<file path="config.mk">
export PLATFORM = sky130hd
export DESIGN_NAME = mig_cmd_sched_flat
export DESIGN_NICKNAME = d
export VERILOG_FILES = /design/src/rtl/mig_cmd_sched_if.sv /design/src/rtl/mig_cmd_sched.sv /design/src/flat_wrapper.sv
export SDC_FILE = /design/constraint.sdc
export NUM_CORES = 1
export LEC_CHECK = 0
export ABC_AREA = 1
export CAP_MARGIN = 5
export CELL_PAD_IN_SITES_DETAIL_PLACEMENT = 1
export CELL_PAD_IN_SITES_GLOBAL_PLACEMENT = 2
export CORE_ASPECT_RATIO = 0.6
export CORE_MARGIN = 2
export CORE_UTILIZATION = 21
export DETAILED_ROUTE_END_ITERATION = 16
export PLACE_DENSITY_LB_ADDON = 0.15
export SYNTH_ARGS = -nofsm -noshare
export SYNTH_HDL_FRONTEND = slang
export SYNTH_SLANG_ARGS = --single-unit
</file>
<file path="constraint.sdc">
create_clock -name clk -period 2.7 [get_ports clk]
set_input_delay 0.54 -clock clk [delete_from_list [all_inputs] [get_ports clk]]
set_output_delay 0.54 -clock clk [all_outputs]
set_load 0.01 [all_outputs]
</file>
<file path="src/rtl/mig_cmd_sched_if.sv">
`default_nettype none
// ============================================================================
//  Module   : mig_cmd_sched_if
//  Purpose  : Bundles the request-queue, write-data-buffer, MIG app command,
//             MIG write-data, MIG read-return and status signals of the
//             command scheduler.
//  Modports : master - scheduler side (drives pops, MIG app outputs, status)
//             slave  - environment side (queue, wd buffer, MIG core)
//  Revision : 1.0 - initial release
// ============================================================================
interface mig_cmd_sched_if #(
  parameter int APPAW = 28,
  parameter int DW    = 128
);
  // Request queue
  logic                init_calib_complete;
  logic                rqempty;
  logic [31:0]         qraddr;
  logic                rd_bwt;
  logic                rnext;
  // Write-data buffer
  logic                wd_valid;
  logic [DW-1:0]       wd_data;
  logic [DW/8-1:0]     wd_mask;
  logic                wd_next;
  // MIG command
  logic                app_en;
  logic [2:0]          app_cmd;
  logic [APPAW-1:0]    app_addr;
  logic                app_rdy;
  // MIG write data
  logic                app_wdf_wren;
  logic                app_wdf_end;
  logic [DW-1:0]       app_wdf_data;
  logic [DW/8-1:0]     app_wdf_mask;
  logic                app_wdf_rdy;
  // MIG read return and requester-side copy
  logic [DW-1:0]       app_rd_data;
  logic                app_rd_data_valid;
  logic [DW-1:0]       rd_data;
  logic                rd_valid;
  // Status
  logic                busy;
  logic                sched_err;

  modport master (
    input  init_calib_complete, rqempty, qraddr, rd_bwt,
    input  wd_valid, wd_data, wd_mask,
    input  app_rdy, app_wdf_rdy, app_rd_data, app_rd_data_valid,
    output rnext, wd_next,
    output app_en, app_cmd, app_addr,
    output app_wdf_wren, app_wdf_end, app_wdf_data, app_wdf_mask,
    output rd_data, rd_valid, busy, sched_err
  );

  modport slave (
    output init_calib_complete, rqempty, qraddr, rd_bwt,
    output wd_valid, wd_data, wd_mask,
    output app_rdy, app_wdf_rdy, app_rd_data, app_rd_data_valid,
    input  rnext, wd_next,
    input  app_en, app_cmd, app_addr,
    input  app_wdf_wren, app_wdf_end, app_wdf_data, app_wdf_mask,
    input  rd_data, rd_valid, busy, sched_err
  );
endinterface
`default_nettype wire

</file>
<file path="src/rtl/mig_cmd_sched.sv">
`default_nettype none
// ============================================================================
//  Module   : mig_cmd_sched
//  Purpose  : Pops one request at a time from the queue head and issues it to
//             the MIG app interface as a single BL8 command. Writes first
//             send one write-data beat, then the command. Reads are limited
//             to RD_OUTST in flight; read return data is registered back.
//  Ports    : clk    - sole clock
//             rst_n  - asynchronous active-low reset
//             bus    - mig_cmd_sched_if.master (queue, wd buffer, MIG app,
//                      read return, busy, sched_err)
//  Options  : MIG_SCHED_WDOG_EN - enables the stall watchdog driving
//             sched_err; when undefined sched_err is tied low.
//  Revision : 1.0 - initial release
// ============================================================================
module mig_cmd_sched #(
  parameter int APPAW    = 28,
  parameter int DW       = 128,
  parameter int RD_OUTST = 4,
  parameter int WDOG_LIM = 1023
) (
  input  wire logic       clk,
  input  wire logic       rst_n,
  mig_cmd_sched_if.master bus
);
  localparam int MW = DW / 8;

  typedef enum logic [1:0] {
    S_IDLE  = 2'd0,
    S_RCMD  = 2'd1,
    S_WDATA = 2'd2,
    S_WCMD  = 2'd3
  } state_t;

  state_t            r_state;
  state_t            w_state_nxt;
  logic [3:0]        r_outst;
  logic              w_can_pop;
  logic              w_start_rd;
  logic              w_start_wr;
  logic              w_rnext;
  logic              w_wd_next;
  logic              w_outst_inc;
  logic              w_outst_dec;
  logic [APPAW-1:0]  w_cmd_addr;

  logic              r_app_en;
  logic [2:0]        r_app_cmd;
  logic [APPAW-1:0]  r_app_addr;
  logic              r_wdf_wren;
  logic [DW-1:0]     r_wdf_data;
  logic [MW-1:0]     r_wdf_mask;
  logic              r_rd_valid;
  logic [DW-1:0]     r_rd_data;

  // BL8 alignment: address bits above APPAW dropped, low three bits cleared.
  assign w_cmd_addr = {bus.qraddr[APPAW-1:3], 3'b000};

  // rst_n is included so the combinational pop pulse stays low during reset.
  assign w_can_pop  = rst_n && (r_state == S_IDLE) && bus.init_calib_complete && !bus.rqempty;
  assign w_start_rd = w_can_pop &&  bus.rd_bwt && (r_outst < 4'(RD_OUTST));
  assign w_start_wr = w_can_pop && !bus.rd_bwt && bus.wd_valid;

  // ---------------------------------------------------------------- FSM
  always_ff @(posedge clk or negedge rst_n) begin
    if (!rst_n) r_state <= S_IDLE;
    else        r_state <= w_state_nxt;
  end

  always_comb begin
    w_state_nxt = r_state;
    w_rnext     = 1'b0;
    w_wd_next   = 1'b0;
    case (r_state)
      S_IDLE: begin
        if (w_start_rd) begin
          w_rnext     = 1'b1;
          w_state_nxt = S_RCMD;
        end else if (w_start_wr) begin
          w_rnext     = 1'b1;
          w_state_nxt = S_WDATA;
        end
      end
      S_RCMD: begin
        if (bus.app_rdy) w_state_nxt = S_IDLE;
      end
      S_WDATA: begin
        if (bus.app_wdf_rdy) begin
          w_wd_next   = 1'b1;
          w_state_nxt = S_WCMD;
        end
      end
      S_WCMD: begin
        if (bus.app_rdy) w_state_nxt = S_IDLE;
      end
      default: w_state_nxt = S_IDLE;
    endcase
  end

  assign bus.rnext   = w_rnext;
  assign bus.wd_next = w_wd_next;

  // ------------------------------------------------- registered MIG outputs
  // Strobes follow the next state so they rise one cycle after the pop and
  // fall the cycle after acceptance. Command/address/data are captured at
  // pop and held constant for the whole command.
  always_ff @(posedge clk or negedge rst_n) begin
    if (!rst_n) begin
      r_app_en   <= 1'b0;
      r_app_cmd  <= 3'b000;
      r_app_addr <= '0;
      r_wdf_wren <= 1'b0;
      r_wdf_data <= '0;
      r_wdf_mask <= '0;
    end else begin
      r_app_en   <= (w_state_nxt == S_RCMD) || (w_state_nxt == S_WCMD);
      r_wdf_wren <= (w_state_nxt == S_WDATA);
      if (w_start_rd) begin
        r_app_cmd  <= 3'b001;
        r_app_addr <= w_cmd_addr;
      end else if (w_start_wr) begin
        r_app_cmd  <= 3'b000;
        r_app_addr <= w_cmd_addr;
        r_wdf_data <= bus.wd_data;
        r_wdf_mask <= bus.wd_mask;
      end
    end
  end

  assign bus.app_en       = r_app_en;
  assign bus.app_cmd      = r_app_cmd;
  assign bus.app_addr     = r_app_addr;
  assign bus.app_wdf_wren = r_wdf_wren;
  assign bus.app_wdf_end  = r_wdf_wren;
  assign bus.app_wdf_data = r_wdf_data;
  assign bus.app_wdf_mask = r_wdf_mask;

  // ------------------------------------------------ outstanding reads
  assign w_outst_inc = (r_state == S_RCMD) && bus.app_rdy && (r_outst < 4'(RD_OUTST));
  assign w_outst_dec = bus.app_rd_data_valid && (r_outst != 4'd0);

  always_ff @(posedge clk or negedge rst_n) begin
    if (!rst_n) begin
      r_outst <= 4'd0;
    end else begin
      case ({w_outst_inc, w_outst_dec})
        2'b10:   r_outst <= r_outst + 4'd1;
        2'b01:   r_outst <= r_outst - 4'd1;
        default: r_outst <= r_outst;
      endcase
    end
  end

  // ------------------------------------------------ read return
  always_ff @(posedge clk or negedge rst_n) begin
    if (!rst_n) begin
      r_rd_valid <= 1'b0;
      r_rd_data  <= '0;
    end else begin
      r_rd_valid <= bus.app_rd_data_valid;
      if (bus.app_rd_data_valid) r_rd_data <= bus.app_rd_data;
    end
  end

  assign bus.rd_valid = r_rd_valid;
  assign bus.rd_data  = r_rd_data;
  assign bus.busy     = (r_state != S_IDLE) || (r_outst != 4'd0);

  // ------------------------------------------------ stall watchdog
`ifdef MIG_SCHED_WDOG_EN
  localparam int WCW = $clog2(WDOG_LIM + 1);
  logic [WCW-1:0] r_wdog_cnt;
  logic           r_sched_err;
  logic           w_stall;

  assign w_stall = (((r_state == S_RCMD) || (r_state == S_WCMD)) && !bus.app_rdy) ||
                   ((r_state == S_WDATA) && !bus.app_wdf_rdy);

  // The error latches on the WDOG_LIM-th consecutive stall cycle; the FSM
  // itself keeps waiting for the handshake.
  always_ff @(posedge clk or negedge rst_n) begin
    if (!rst_n) begin
      r_wdog_cnt  <= '0;
      r_sched_err <= 1'b0;
    end else begin
      if (!w_stall)                                r_wdog_cnt <= '0;
      else if (r_wdog_cnt != WCW'(WDOG_LIM))       r_wdog_cnt <= r_wdog_cnt + WCW'(1);
      if (w_stall && (r_wdog_cnt == WCW'(WDOG_LIM - 1))) r_sched_err <= 1'b1;
    end
  end

  assign bus.sched_err = r_sched_err;
`else
  logic w_unused_wdog;
  assign w_unused_wdog = ^WDOG_LIM;
  assign bus.sched_err = 1'b0;
`endif

  // Address bits outside the MIG address range are intentionally unused.
  logic w_unused_addr;
  assign w_unused_addr = ^{bus.qraddr[31:APPAW], bus.qraddr[2:0]};

endmodule
`default_nettype wire

</file>
<file path="src/flat_wrapper.sv">
// flat-port wrapper written by rule: the top's interface ports become plain ports
module mig_cmd_sched_flat 
#(
  parameter int APPAW    = 28,
  parameter int DW       = 128,
  parameter int RD_OUTST = 4,
  parameter int WDOG_LIM = 1023
)
  (clk, rst_n, bus_init_calib_complete, bus_rqempty, bus_qraddr, bus_rd_bwt, bus_wd_valid, bus_wd_data, bus_wd_mask, bus_app_rdy, bus_app_wdf_rdy, bus_app_rd_data, bus_app_rd_data_valid, bus_rnext, bus_wd_next, bus_app_en, bus_app_cmd, bus_app_addr, bus_app_wdf_wren, bus_app_wdf_end, bus_app_wdf_data, bus_app_wdf_mask, bus_rd_data, bus_rd_valid, bus_busy, bus_sched_err);
  mig_cmd_sched_if #(.APPAW(APPAW), .DW(DW)) bus_i ();
  input  wire logic clk;
  input  wire logic rst_n;
  input wire logic [$bits(bus_i.init_calib_complete)-1:0] bus_init_calib_complete;
  input wire logic [$bits(bus_i.rqempty)-1:0] bus_rqempty;
  input wire logic [$bits(bus_i.qraddr)-1:0] bus_qraddr;
  input wire logic [$bits(bus_i.rd_bwt)-1:0] bus_rd_bwt;
  input wire logic [$bits(bus_i.wd_valid)-1:0] bus_wd_valid;
  input wire logic [$bits(bus_i.wd_data)-1:0] bus_wd_data;
  input wire logic [$bits(bus_i.wd_mask)-1:0] bus_wd_mask;
  input wire logic [$bits(bus_i.app_rdy)-1:0] bus_app_rdy;
  input wire logic [$bits(bus_i.app_wdf_rdy)-1:0] bus_app_wdf_rdy;
  input wire logic [$bits(bus_i.app_rd_data)-1:0] bus_app_rd_data;
  input wire logic [$bits(bus_i.app_rd_data_valid)-1:0] bus_app_rd_data_valid;
  output wire logic [$bits(bus_i.rnext)-1:0] bus_rnext;
  output wire logic [$bits(bus_i.wd_next)-1:0] bus_wd_next;
  output wire logic [$bits(bus_i.app_en)-1:0] bus_app_en;
  output wire logic [$bits(bus_i.app_cmd)-1:0] bus_app_cmd;
  output wire logic [$bits(bus_i.app_addr)-1:0] bus_app_addr;
  output wire logic [$bits(bus_i.app_wdf_wren)-1:0] bus_app_wdf_wren;
  output wire logic [$bits(bus_i.app_wdf_end)-1:0] bus_app_wdf_end;
  output wire logic [$bits(bus_i.app_wdf_data)-1:0] bus_app_wdf_data;
  output wire logic [$bits(bus_i.app_wdf_mask)-1:0] bus_app_wdf_mask;
  output wire logic [$bits(bus_i.rd_data)-1:0] bus_rd_data;
  output wire logic [$bits(bus_i.rd_valid)-1:0] bus_rd_valid;
  output wire logic [$bits(bus_i.busy)-1:0] bus_busy;
  output wire logic [$bits(bus_i.sched_err)-1:0] bus_sched_err;
  assign bus_i.init_calib_complete = bus_init_calib_complete;
  assign bus_i.rqempty = bus_rqempty;
  assign bus_i.qraddr = bus_qraddr;
  assign bus_i.rd_bwt = bus_rd_bwt;
  assign bus_i.wd_valid = bus_wd_valid;
  assign bus_i.wd_data = bus_wd_data;
  assign bus_i.wd_mask = bus_wd_mask;
  assign bus_i.app_rdy = bus_app_rdy;
  assign bus_i.app_wdf_rdy = bus_app_wdf_rdy;
  assign bus_i.app_rd_data = bus_app_rd_data;
  assign bus_i.app_rd_data_valid = bus_app_rd_data_valid;
  assign bus_rnext = bus_i.rnext;
  assign bus_wd_next = bus_i.wd_next;
  assign bus_app_en = bus_i.app_en;
  assign bus_app_cmd = bus_i.app_cmd;
  assign bus_app_addr = bus_i.app_addr;
  assign bus_app_wdf_wren = bus_i.app_wdf_wren;
  assign bus_app_wdf_end = bus_i.app_wdf_end;
  assign bus_app_wdf_data = bus_i.app_wdf_data;
  assign bus_app_wdf_mask = bus_i.app_wdf_mask;
  assign bus_rd_data = bus_i.rd_data;
  assign bus_rd_valid = bus_i.rd_valid;
  assign bus_busy = bus_i.busy;
  assign bus_sched_err = bus_i.sched_err;
  mig_cmd_sched #(.APPAW(APPAW), .DW(DW), .RD_OUTST(RD_OUTST), .WDOG_LIM(WDOG_LIM)) u_core (.clk(clk), .rst_n(rst_n), .bus(bus_i));
endmodule
</file>
=== Word-level counts from Yosys, hierarchy flattened ===
Index checks and enable logic that the tools add are counted.

* Add/sub/neg operators: 2
* Magnitude comparators: 1
* Equality and inequality tests: 8
* Muxes and demuxes: 15
* Bitwise operators: 1
* Reduce and logical (&&, ||, !) cells: 21

{| class="wikitable"
|+ Operators with widths
! cell !! count
|-
| two-way mux 28 bit || 2
|-
| equality test 2 bit, second input constant || 5
|-
| logical AND 1 bit || 10
|-
| two-way mux 2 bit || 4
|-
| case mux 4 bit (2 select lines) || 1
|-
| equality test 2 x 1 -> 1 bit, second input constant || 3
|-
| two-way mux 3 bit || 2
|-
| case mux 2 bit (3 select lines) || 1
|-
| nonzero test 2 bit || 3
|-
| two-way mux 1 bit || 5
|-
| adder 4 x 1 -> 4 bit, second input constant || 1
|-
| less-than comparator 4 x 3 -> 1 bit, second input constant || 1
|-
| nonzero test 4 bit || 1
|-
| subtractor 4 x 1 -> 4 bit, second input constant || 1
|-
| logical NOT 1 bit || 2
|-
| logical NOT 2 bit || 1
|-
| logical OR 1 bit || 2
|-
| AND reduction 2 bit || 1
|-
| OR reduction 2 bit || 1
|-
| inverter 1 bit || 1
|}

* Register bits after elaboration: 312
* Input bits: 313
* Output and inout port bits: 311
* Word-level logic and storage cells: 58

=== Depth between registers and ports, before layout ===
Gate-level depths: netlist (run 1).

* Depth after elaboration: 11
* Mapped depth: 13
* Mapped depth without buffers: 12

=== Least setup slack after synthesis (run 1) ===
OpenSTA, ideal clock, no wires.

* Kind: input -> register
* Start: in bus_app_rd_data_valid
* End: reg u_core.r_outst[2]
* Library setup time: 0.082 ns
* Arrival: 2.349 ns
* Required time: 2.618 ns
* Slack: 0.269 ns
* Stages on the path: 12
* Path buffers: 2
* Cells stage by stage: inv_1 > clkbuf_1 > buf_1 > a31oi_1 > ha_1 > nand2_1 > inv_1 > nor2_1 > ha_1 > a21oi_1 > or2_2 > a31oi_1

* Cells in the longest elaborated chain, start to end: 3
* Elaborated cells on any way between the ends: 5
* Classes of those cells: eq/ne (2); mux (1); reduce/logical (2)

{| class="wikitable"
|+ Ends and longest elaborated chain
! element !! line !! RTL
|-
| start, declared || flat_wrapper.sv:23 || <nowiki>input wire logic [$bits(bus_i.app_rd_data_valid)-1:0] bus_app_rd_data_valid;</nowiki>
|-
| logical AND 1 bit (*) || mig_cmd_sched.sv:140 || <nowiki>assign w_outst_dec = bus.app_rd_data_valid && (r_outst != 4'd0);</nowiki>
|-
| equality test 2 x 1 -> 1 bit or equality test 2 bit (tied branches) || mig_cmd_sched.sv:146 || <nowiki>case ({w_outst_inc, w_outst_dec})</nowiki>
|-
| case mux 4 bit (2 select lines) or nonzero test 2 bit (tied branches) || n/a ||
|-
| end signal, assigned || mig_cmd_sched.sv:147 || <nowiki>2'b10: r_outst <= r_outst + 4'd1;</nowiki>
|-
| end signal, assigned || mig_cmd_sched.sv:148 || <nowiki>2'b01: r_outst <= r_outst - 4'd1;</nowiki>
|-
| end signal, assigned || mig_cmd_sched.sv:149 || <nowiki>default: r_outst <= r_outst;</nowiki>
|-
| end, declared || mig_cmd_sched.sv:37 || <nowiki>logic [3:0] r_outst;</nowiki>
|}

Every way passes the cells marked *; elsewhere a longest branch is shown, timed or not.
A chain may end at the register's enable or synchronous reset.

=== Worst setup path after layout (run 1) ===
* Start: in bus_init_calib_complete
* End: out bus_rnext

* Cells in the longest elaborated chain, start to end: 7
* Elaborated cells on any way between the ends: 9
* Classes of those cells: mux (3); reduce/logical (6)

{| class="wikitable"
|+ Ends and longest elaborated chain
! element !! line !! RTL
|-
| start, declared || flat_wrapper.sv:13 || <nowiki>input wire logic [$bits(bus_i.init_calib_complete)-1:0] bus_init_calib_complete;</nowiki>
|-
| logical AND 1 bit (*) (2 in series) || mig_cmd_sched.sv:60 || <nowiki>assign w_can_pop = rst_n && (r_state == S_IDLE) && bus.init_calib_complete && !bus.rqempty;</nowiki>
|-
| logical AND 1 bit (2 in series) || mig_cmd_sched.sv:62 || <nowiki>assign w_start_wr = w_can_pop && !bus.rd_bwt && bus.wd_valid;</nowiki>
|-
| two-way mux 1 bit || mig_cmd_sched.sv:79 || <nowiki>end else if (w_start_wr) begin</nowiki>
|-
| two-way mux 1 bit (*) || mig_cmd_sched.sv:76 || <nowiki>if (w_start_rd) begin</nowiki>
|-
| two-way mux 1 bit (*) || mig_cmd_sched.sv:74 || <nowiki>case (r_state)</nowiki>
|-
| end, declared || flat_wrapper.sv:24 || <nowiki>output wire logic [$bits(bus_i.rnext)-1:0] bus_rnext;</nowiki>
|}

Marked as above.

==> flow_summary.yaml, run 1 <==
synth:
  synthCells: 1328
  netlist_area_sq_um: 11800
  synth_cell_type_count: 25
  synth.most_common_cell: "nand2_1"
  synth_edf_count: 0
  avgSynthCellArea_sq_um: 8.86
  async_flop_share: 1.00
  synth_commonest_cells: "nand2_1 (882), dfrtp_1 (306), nand3_1 (30), buf_2 (28), clkbuf_1 (23)"
  yosys_warnings: 0
  synth_ff_type: "dfrtp_1"
  synth_top_area_cell: "dfrtp_1"
  synth_top_area_frac: 0.651
  synthTopCellsByArea: "dfrtp_1 (65%), nand2_1 (28%), nand3_1 (1.3%)"
  synth-seq-area-share: 0.651
  synth_seq_cells: 306
global_routing:
  gr-total-overflow: 0
  grt_antenna_before_repair: 6
  grt_max_degree: 146
  track_usage: 0.171
  grt_pass1_vias: 11500
  grt_pass1_wl_mm: 74.9
floorplan:
  coreArea_sq_um: 55600
  rows: 67
  ios: 624
  dieArea_sq_um: 58000
  die_w_um: 310
  die_h_um: 187
  start_util: 0.212
setup_path:
  rr_endpoint: "u_core.r_outst[2]$_DFFE_PN0P_"
  critPathLaunchType: "input pin"
  startpoint: "bus_init_calib_complete"
  crit_required_ps: 2160
  crit_fanout: 2
  r2r_cells: 10
  cp-end-kind: "primary output"
  rrSetupSlack_ps: 450
  r2r-start: "u_core.r_outst[3]$_DFFE_PN0P_"
  crit_type: "input pin to primary output"
  cp.arrival_ps: 2100
power_and_ir_drop:
  powerDensity_nw_per_um2: 915
  leakage_nw: 9.63
  irDropWorstVdd_uv: 399
  power_mw: 18.3
drt:
  route.detailed.drc: 0
  ant_nets: 0
  wire_per_inst_um: 18.4
  routed_wl_mm: 50.1
  num_vias: 10700
  first_pass_iters: 4
  drt_iter0_markers: 415
  drt-vias-per-instance: 3.93
clock_network:
  cts_tree: "yes"
  htree_num_levels: 2
  cts.sinks: 306
  clockBufferDepth: 3
  cts_buffers: 36
  hold_buffers: 0
  clk_pin_slew_ps: 60
  clk_latency_ps: 520
  root_buffer: "clkbuf_16"
sta:
  hold_ws_ps: 211
  fin_crit_sh: 0.977
  setup_viol: 0
  rsz0062_at_grt: "false"
  worst_pin_slew_ps: 852
  slew_viol_final: 0
  hold_viol: 0
  setup_slack_ps: 63.1
  timing.fmax_mhz: 379
  min_period_ps: 2640
  setup_tns_ps: 0
  relSlewSlack: 0.432
  skew_ps: 19.5
cells_and_area:
  areaGrowthSynthToFinish_pct: 69.6
  fin_nets: 2250
  fin_util: 0.359
  layout-drive-gt1-share: 0.0476
worst_hold_path:
  hp-class: "input pin to asynchronous set/reset pin"
placed_design:
  dp_slack_ps: 32.0
  place_congestion: 0.794
  dpl.hpwl_mm: 36.4
  numPortBuffers: 610
flow_run:
  maxCapViolations: 0
run_status:
  status: "finished clean"
-- final cells by class --
cell class	instances	area (sq um)
timing repair buffer	636	6420
sequential	306	7660
clock inverter	13	168
tap	759	950
clock buffer	46	1010
fill	6381	35600
multi-input combinational	943	3690
antenna	4	10.0
inverter	11	46.3
-- cell usage in the layout (no fill, tap or decap), drive strengths merged --
cell,count
bufinv,4
nand3,30
clkdlybuf4s50,608
conb,6
a21oi,2
dfrtp,306
inv,11
or2,1
clkinvlp,1
xnor2,1
o211ai,1
nor2,8
a31oi,2
nand4,4
ha,3
o21ai,1
diode,4
buf,28
clkbuf,46
nand2,884
clkinv,8
-- registers in the layout, summed over array words and instances, names as in the netlist --
register / count
u_core.r_outst: 4
u_core.bus.app_wdf_data: 128
u_core.r_state: 2
u_core.bus.app_wdf_mask: 16
u_core.bus.rd_data: 128
u_core.bus.app_wdf_end: 1
u_core.bus.rd_valid: 1
u_core.bus.app_cmd: 1
u_core.bus.app_addr: 25
-- worst max-delay path by stage --
stage,to,cells past startpoint
floorplan,u_core.r_outst[2]$_DFFE_PN0P_,12
global placement,bus_rnext,8
detailed placement,bus_rnext,8
CTS,bus_rnext,6
global route,bus_rnext,6
finish,bus_rnext,8
-- critical path, cell delays in order --
cell and delay, ps:
clkdlybuf4s50_1 460, nand2_1 60, nor2_2 100, nand2_1 90, nor2_4 140, nand2_8 60, nand2_4 50, clkdlybuf4s50_1 580
-- cell families (layout without fill, tap and decap cells) --
| logic type | Yosys count | after routing | synth area share |
|---|---|---|---|
| buf+inv | 84 | 706 | 0.0384 |
| compound gates | 6 | 6 | 0.00298 |
| xor+xnor | 1 | 1 | 0.000745 |
| other cells | 1 | 10 | 0.000319 |
| flops | 306 | 306 | 0.651 |
| simple gates | 927 | 927 | 0.303 |
| fa+ha+maj | 3 | 3 | 0.00319 |
-- metrics by stage --
step | std cells | area (sq um)
final | 2718 | 19900
after detailed placement | 2653 | 18700
after CTS | 2714 | 19900
after floorplan | 1333 | 11800
after global placement | 2653 | 18700
after global routing | 2718 | 19900
-- layer usage --
layer,track usage,part of all wire,up-vias
met2,0.309,0.53,217
met3,0.0491,0.058,63
met4,0.0480,0.024,2
li1,-,-,5210
met5,0,0.00026,-
met1,0.194,0.39,5197
-- report_power, final --
part / switching, mW / internal, mW / total (mW)
Combinational: 2.86 / 3.51 / 6.37
Clock: 2.01 / 3.01 / 5.02
Sequential: 0.827 / 6.04 / 6.87
Total: 5.70 / 12.6 / 18.3
-- timing repair --
action / 4_1_cts / 5_1_grt
hold endpoints to repair: 0 / 0
gates resized for setup: 1 / 1
buffers inserted: 2 / 0
pin swaps: 1 / 0
setup endpoints to repair: 1 / 1
No activity file was read; power rests on OpenSTA's default activity.
==> run 2: changes to the inputs <==
--- a/config.mk
+++ b/config.mk
@@ -12,8 +12,11 @@
 export CORE_ASPECT_RATIO = 0.6
 export CORE_MARGIN = 2
 export CORE_UTILIZATION = 21
+export CTS_BUF_LIST = sky130_fd_sc_hd__clkbuf_8 sky130_fd_sc_hd__clkbuf_16
+export CTS_CLUSTER_SIZE = 14
 export DETAILED_ROUTE_END_ITERATION = 16
 export PLACE_DENSITY_LB_ADDON = 0.15
 export SYNTH_ARGS = -nofsm -noshare
 export SYNTH_HDL_FRONTEND = slang
 export SYNTH_SLANG_ARGS = --single-unit
+export TNS_END_PERCENT = 30
==> run 2 against run 1 <==
  * Sequential share of layout area about the same
  * Fmax is 0.20% higher
  * Clock power shrank 2%
  * Critical endpoint unchanged
==> flow_summary.yaml, run 2 (synthesized netlist as in run 1, its figures left out) <==
power_and_ir_drop:
  irDropWorstVdd_uv: 393
  p_seq_frac: 0.378
  p_int_mw: 12.5
  powerDensity_nw_per_um2: 912
  comb_power_share: 0.350
  p_sw_mw: 5.70
  leakage_nw: 9.64
  switching_share: 0.314
  p_clk_frac: 0.272
drt:
  drt_iter0_markers: 393
  routed_wl_mm: 50.1
  route.detailed.drc: 0
  first_pass_iters: 4
  num_vias: 10700
  wire_per_inst_um: 18.4
  drt-vias-per-instance: 3.93
  ant_nets: 0
cells_and_area:
  fin_nets: 2250
  fin_util: 0.359
  stdcell_count: 2718
  layout-drive-gt1-share: 0.0476
  most-common-layout-cells: "nand2_1 (882), clkdlybuf4s50_1 (608), dfrtp_1 (306), clkbuf_16 (37), nand3_1 (30)"
  layout_commonest_cell: "nand2_1"
  areaGrowthSynthToFinish_pct: 69.5
worst_hold_path:
  hp-class: "input pin to asynchronous set/reset pin"
flow_run:
  maxCapViolations: 0
global_routing:
  grt_max_degree: 146
  gr-total-overflow: 0
  grt_antenna_before_repair: 6
  track_usage: 0.171
  grt_pass1_wl_mm: 74.8
  grt_pass1_vias: 11500
clock_network:
  htree_num_levels: 2
  clk_latency_ps: 520
  cts.sinks: 306
  clockBufferDepth: 3
  cts_tree: "yes"
  hold_buffers: 0
  clk_pin_slew_ps: 60
  root_buffer: "clkbuf_16"
  cts_buffers: 36
sta:
  setup_viol: 0
  skew_ps: 21.9
  timing.fmax_mhz: 380
  slew_viol_final: 0
  rsz0062_at_grt: "false"
  hold_viol: 0
  relSlewSlack: 0.430
  worst_pin_slew_ps: 855
  fin_crit_sh: 0.975
  min_period_ps: 2630
  setup_tns_ps: 0
setup_path:
  critPathMaxStageDelay_ps: 580
  crit_slowest_cell: "clkdlybuf4s50_1"
  crit_type: "input pin to primary output"
  crit_fanout: 2
  cp.arrival_ps: 2090
  critPathLaunchType: "input pin"
  crit_required_ps: 2160
  crit_family: "buffers and inverters"
  cp-end-kind: "primary output"
  crit_chain: "clkdlybuf4s50_1 > nand2_1 > nor2_2 > nand2_1 > nor2_4 > nand2_8 > nand2_4 > clkdlybuf4s50_1"
  crit_buf_inv: 2
placed_design:
  place_congestion: 0.794
  numPortBuffers: 610
  place.detailed.instances: 2653
  dpl.hpwl_mm: 36.4
floorplan:
  die_w_um: 310
  ios: 624
  die_h_um: 187
  start_util: 0.212
  dieArea_sq_um: 58000
  coreArea_sq_um: 55600
  rows: 67
run_status:
  status: "finished clean"
run 2: cell types whose count changed in the layout (fill, tap and decap cells not counted):
cell        previous run  this run
clkbuf_1               4         0
inv_1                  9        13
bufinv_16              4         3
clkbuf_8               5         6
clkinv_2               8         7
clkinvlp_4             1         2
run 2: final cells by class:
class | instances | area, sq um
multi-input cells | 943 | 3690
diodes | 4 | 10.0
well taps | 759 | 950
fillers | 6378 | 35600
flip-flops and latches | 306 | 7660
repair buffers | 636 | 6420
clock inverters | 16 | 155
clock buffers | 43 | 1010
inverters | 11 | 46.3
run 2: worst paths after layout:
| check | startpoint | to | slack, ps | depth (start not counted) |
|---|---|---|---|---|
| max in group asynchronous | rst_n | u_core.bus.app_wdf_data[33]$_DFFE_PN0P_ | 1140 | 3 |
| min in group clk | u_core.bus.rd_data[54]$_DFFE_PN0P_ | u_core.bus.rd_data[54]$_DFFE_PN0P_ | 470 | 2 |
| setup / recovery | bus_init_calib_complete | bus_rnext | 70 | 8 |
| setup reg to reg | u_core.r_outst[3]$_DFFE_PN0P_ | u_core.r_outst[2]$_DFFE_PN0P_ | 450 | 10 |
| hold reg to reg | u_core.bus.rd_data[54]$_DFFE_PN0P_ | u_core.bus.rd_data[54]$_DFFE_PN0P_ | 470 | 2 |
| hold / removal | rst_n | u_core.bus.rd_data[41]$_DFFE_PN0P_ | 210 | 2 |
run 2: power by group through the flow:
stage	clock network, mW	logic [mW]	registers (mW)
2_1_floorplan	0	1.47	7.56
3_3_place_gp	0	6.40	6.86
3_5_place_dp	0	6.49	6.93
4_1_cts	5.19	6.55	6.88
5_1_grt	5.36	6.92	7.07
6_report	4.94	6.37	6.87
run 2: layer usage:
layer,global-route usage,part of all wire,up-vias,wire length (um)
li1,-,-,5208,-
met1,0.194,0.39,5184,19500
met2,0.310,0.53,222,26500
met3,0.0482,0.058,62,2910
met4,0.0478,0.024,2,1200
met5,0,0.00026,-,13
run 2: timing repair:
item                                   4_1_cts  5_1_grt
setup endpoints to repair                    1        1
resized for setup                            1        1
pin swaps                                    1        0
endpoints found under the hold margin        0        0
buffers inserted                             2        0
run 2: per-stage QoR:
step,setup slack (ps),area [sq um],power (mW),hold slack [ps]
6_report,68.5,19900,18.2,205
5_1_grt,4.73,19900,19.3,285
4_1_cts,5.40,19900,18.6,247
3_5_place_dp,32.0,18700,13.4,457
3_3_place_gp,10.8,18700,13.3,453
2_1_floorplan,269,11800,9.03,244
run 2: worst register-to-register path, cell delays in order, from the launching register on:
cell and delay (ps):
dfrtp_1 400, nor2_2 290, a31oi_1 170, ha_1 290, nand2_1 110, inv_1 40, nor2_1 190, ha_1 190
a21oi_1 50, or2_2 300, a31oi_1 130
